## src/rtl/demux_3w_1_to_5.sv

```systemverilog
// Registered 1-to-5 demultiplexer with per-channel one-entry holding
// registers, valid/ready handshakes and a saturating drop counter.
module demux_3w_1_to_5 #(
  parameter int WIDTH = 3,
  parameter int CNT_W = 8
) (
  input  logic             clk,
  input  logic             reset,
  input  logic [2:0]       sel,
  input  logic [WIDTH-1:0] in_data,
  input  logic             in_valid,
  output logic             in_ready,
  output logic [WIDTH-1:0] out_u,
  output logic [WIDTH-1:0] out_v,
  output logic [WIDTH-1:0] out_w,
  output logic [WIDTH-1:0] out_x,
  output logic [WIDTH-1:0] out_y,
  output logic [4:0]       out_valid,
  input  logic [4:0]       out_ready,
  output logic             drop_pulse,
  output logic [CNT_W-1:0] drop_count
);

  localparam int NCH = 5;

  typedef enum logic {
    EMPTY = 1'b0,
    FULL  = 1'b1
  } ch_state_t;

  ch_state_t        state_q [NCH];
  ch_state_t        state_d [NCH];
  logic [WIDTH-1:0] data_q  [NCH];

  logic           sel_ok;
  logic           take;
  logic [NCH-1:0] wr;
  logic           drop;

  assign sel_ok = (sel < 3'd5);

  always_comb begin
    for (int i = 0; i < NCH; i++) begin
      out_valid[i] = (state_q[i] == FULL);
    end
  end

  // Ready only looks at the addressed channel; bad selects always drain.
  always_comb begin
    in_ready = 1'b1;
    for (int i = 0; i < NCH; i++) begin
      if (sel == 3'(i)) begin
        in_ready = !out_valid[i] || out_ready[i];
      end
    end
  end

  assign take = in_valid && in_ready && !reset;
  assign drop = take && !sel_ok;

  always_comb begin
    wr = '0;
    for (int i = 0; i < NCH; i++) begin
      wr[i] = take && (sel == 3'(i));
    end
  end

  always_comb begin
    for (int i = 0; i < NCH; i++) begin
      state_d[i] = state_q[i];
      unique case (state_q[i])
        EMPTY: begin
          if (wr[i]) state_d[i] = FULL;
        end
        FULL: begin
          if (out_ready[i] && !wr[i]) state_d[i] = EMPTY;
        end
        default: state_d[i] = EMPTY;
      endcase
    end
  end

  always_ff @(posedge clk) begin
    if (reset) begin
      for (int i = 0; i < NCH; i++) begin
        state_q[i] <= EMPTY;
        data_q[i]  <= '0;
      end
    end else begin
      for (int i = 0; i < NCH; i++) begin
        state_q[i] <= state_d[i];
        if (wr[i]) data_q[i] <= in_data;
      end
    end
  end

  always_ff @(posedge clk) begin
    if (reset) begin
      drop_pulse <= 1'b0;
      drop_count <= '0;
    end else begin
      drop_pulse <= drop;
      if (drop && (drop_count != '1)) begin
        drop_count <= drop_count + 1'b1;
      end
    end
  end

  assign out_u = data_q[0];
  assign out_v = data_q[1];
  assign out_w = data_q[2];
  assign out_x = data_q[3];
  assign out_y = data_q[4];

endmodule
```

## config.mk

```make
export PLATFORM = sky130hd
export DESIGN_NAME = demux_3w_1_to_5
export DESIGN_NICKNAME = d
export VERILOG_FILES = /design/src/rtl/demux_3w_1_to_5.sv
export SDC_FILE = /design/constraint.sdc
export NUM_CORES = 1
export LEC_CHECK = 0
export ABC_CLOCK_PERIOD_IN_PS = 4400
export CORE_UTILIZATION = 25
export CTS_CLUSTER_DIAMETER = 50
export DETAILED_ROUTE_END_ITERATION = 8
export PLACE_DENSITY = 0.57
export SLEW_MARGIN = 20
export SYNTH_ARGS = -nofsm -noshare
export SYNTH_HDL_FRONTEND = slang
export SYNTH_SLANG_ARGS = --single-unit
```

## constraint.sdc

```tcl
create_clock -name clk -period 4.4 [get_ports clk]
set_input_delay 1.32 -clock clk [delete_from_list [all_inputs] [get_ports clk]]
set_output_delay 1.32 -clock clk [all_outputs]
set_load 0.05 [all_outputs]
```

==> flow_metrics.py <==
metrics = {
    "synthesis": {
        "syn-instance-count": 120,
        "avgSynthCellArea_um2": 10.7,
        "synth_area_um2": 1280,
        "synth_xor_area_share_pct": 0,
        "yosys_warnings": 0,
        "muxShareOfSynthArea_pct": 0.876,
        "synth-compound-area-share_pct": 16.4,
        "yosys.area_share.simple_pct": 20.1,
        "synth-seq-cells": 29,
        "synth_top_family_by_area": "simple AND/OR/NAND/NOR gates",
        "synth_nets": 135,
        "synth_cell_types": 33,
        "synthAdderAreaFrac_pct": 0.974,
        "yosysSeqAreaShare_pct": 56.9,
    },
    "global_routing": {
        "grt_antenna_before_repair": 0,
        "grt-ovfl-total": 0,
        "grt_usage_pct": 12.6,
        "grt_pass1_wl_um": 4970,
        "grt_max_degree": 17,
        "grt_pass1_vias": 1133,
    },
    "worst_setup_path": {
        "arrival_ps": 2820,
        "cp.depth": 6,
        "path_buf_inv": 3,
        "end_kind": "output port",
        "startpoint_type": "input port",
        "slowest_delay_ps": 440,
        "crit_type": "input port to output port",
        "crit_family": "buffers and inverters",
        "cp.required_ps": 3080,
        "slowest_stage": "clkdlybuf4s50_1",
        "crit_path_cell_trace": "clkdlybuf4s50_1 > buf_4 > nor2_1 > nand2_1 > a221o_1 > buf_4",
        "cp_common_cell": "buf_4",
        "reg2reg_from": "state_q[0][4]",
        "crit_path_start": "sel[0]",
        "worstRegToRegCells": 3,
        "crit_fanout": 9,
    },
    "clock_network": {
        "cts_tree": "built",
        "cts_setup_buffers": 0,
        "cts_made_buffers": 5,
        "cts.sinks": 29,
        "clock_path_buffers": 2,
        "clk_pin_slew_worst_paths_ps": 70,
        "cts_resized": 0,
        "htree_levels": 2,
        "clkLatencyLatePin_ps": 280,
        "cts-root-buf": "clkbuf_8",
        "cts_hold_buf": 0,
    },
    "placement": {
        "gp_congestion": 0.795,
        "io_buffers": 43,
        "dp_slack_ps": 281,
        "dpl-instance-area_um2": 1780,
        "hpwl_um": 2380,
    },
    "cells_and_area": {
        "drive_gt1_share_pct": 7.78,
        "seq_area_um2": 731,
        "layout.nets": 181,
        "multi_input_area_um2": 492,
        "n_fill_cell": 490,
        "area_growth_pct": 47.0,
        "insertedDiodeCount": 0,
        "final_area_um2": 1890,
    },
    "timing": {
        "period_minus_slack_ps": 4140,
        "finClkSkew_ps": 6.59,
        "max_freq_mhz": 241,
        "timing.final.setup_violations": 0,
        "finalCritPeriodShare_pct": 94.2,
        "maxSlewHeadroom_pct": 38.1,
        "rsz0062_at_grt": "false",
        "hold_viol_final": 0,
        "slew_viol_final": 0,
        "worst_pin_slew_ps": 917,
        "fin_tns_setup_ps": 0,
        "fin_hold_ws_ps": 499,
        "fin_ws_ps": 256,
    },
    "floorplanning": {
        "fp.dieH_um": 73.7,
        "io_pins": 44,
        "die_x_um": 73.7,
        "start_util_pct": 26.5,
        "fp.coreArea_um2": 4850,
        "rows": 25,
        "dieArea_um2": 5430,
    },
    "min_path": {
        "hold_class": "register to register",
        "min_from": "drop_count[7]",
        "whs_path_depth": 2,
    },
    "detailed_routing": {
        "drc": 0,
        "wl_met1_um": 1350,
        "dr_wl_met3_um": 248,
        "wl_met2_um": 1510,
        "first_pass_iters": 4,
        "drt_iter0_markers": 56,
        "vias": 1153,
        "wl_um": 3170,
        "postRouteAntennaNets": 0,
        "via_per_inst": 4.93,
        "top_layer": "met4",
        "drt-wirelength-per-cell_um": 13.5,
    },
    "run": {
        "drv_cap": 0,
    },
    "pwr": {
        "powerDensity_nw_per_um2": 364,
        "p_leak_uw": 0.000653,
        "ir_drop_mv": 0.164,
    },
    "status": {
        "status": "completed",
    },
}
report_power, final:
group | internal (µW) | total, µW | switching, µW
clock | 167 | 268 | 101
sequential | 298 | 303 | 4.27
combinational | 41.2 | 117 | 75.9
routing by layer:
metal  up-vias  global-route usage [%]
li1        550                       -
met1       542                    13.6
met2        50                    21.1
met3        11                    6.58
met4         0                    4.49
met5         -                       0
Yosys cell counts:
library cell   n  area [µm²]
dfxtp_1       14         280
inv_2          1        3.75
o31ai_1        2        15.0
and2_1         1        6.26
a41o_1         1        10.0
a31oi_1        1        6.26
nor3b_1        1        7.51
clkbuf_1       1        3.75
buf_4          2        15.0
and4_1         2        17.5
buf_1          2        7.51
nor2_1         3        11.3
nand4_1        1        6.26
o21ai_0        6        30.0
o311a_1        1        10.0
nand2_1        9        33.8
inv_1          6        22.5
nand3_1        8        40.0
a21oi_1       10        50.1
nand2b_4       1        13.8
and3_1         1        6.26
a221o_1        1        10.0
mux2_2         1        11.3
buf_2          2        10.0
nand3b_1       3        22.5
or4_1          4        30.0
nand2b_1       4        25.0
o311ai_0       3        26.3
nor2b_1        4        25.0
ha_1           1        12.5
edfxtp_1      15         450
o41ai_1        6        52.6
or3_1          2        12.5
worst paths after layout:
path                            slack [ps]            end
worst max-delay path                   260       in_ready
worst min-delay path                   500  drop_count[7]
worst max register to register        2490  data_q[0][14]
worst min register to register         500  drop_count[7]
worst register-to-register path, cell delays in order, from the launching register on:
cell	delay, ps
dfxtp_1	310
nor2b_1	170
o311a_1	340
o41ai_1	760
flip-flops by register name (all words and copies together), names as in the netlist:
| name | flops |
|---|---|
| state_q | 5 |
| data_q | 15 |
| drop_pulse | 1 |
| drop_count | 8 |
cell families (layout without fill, tap and decap cells):
kind of cell               count (synthesis)  count (layout)
muxes                                      1               1
buffers and inverters                     14              61
AOI/OAI and AO/OA                         31              31
adders and majority gates                  1               1
and+or+nand+nor                           44              44
DFF                                       29              29
layout make-up:
type / instances / area share, %
inverter: 7 / 1.39
clock inverter: 2 / 1.79
clock buffer: 6 / 3.84
multi-input combinational: 77 / 26.0
timing repair buffer: 46 / 23.8
sequential: 29 / 38.7
tap: 67 / 4.44
cell usage in the layout, fill, tap and decap left out, drive strengths merged, types with 4 or more instances in the layout:
cell / count
buf: 4
nand2b: 5
or4: 4
inv: 7
nand3: 8
dfxtp: 14
a21oi: 10
clkdlybuf4s50: 42
nand2: 9
o41ai: 6
clkbuf: 6
edfxtp: 15
nor2b: 4
o21ai: 6
per-stage QoR:
| step | instances | util [%] | total power (µW) |
|---|---|---|---|
| floorplan | 120 | - | 381 |
| global placement | 226 | 36.8 | 424 |
| detailed placement | 226 | 36.8 | 426 |
| CTS | 234 | 39.0 | 690 |
| global route | 234 | 39.0 | 712 |
| finish | 234 | 39.0 | 688 |
(Power assumes the default switching activity.)
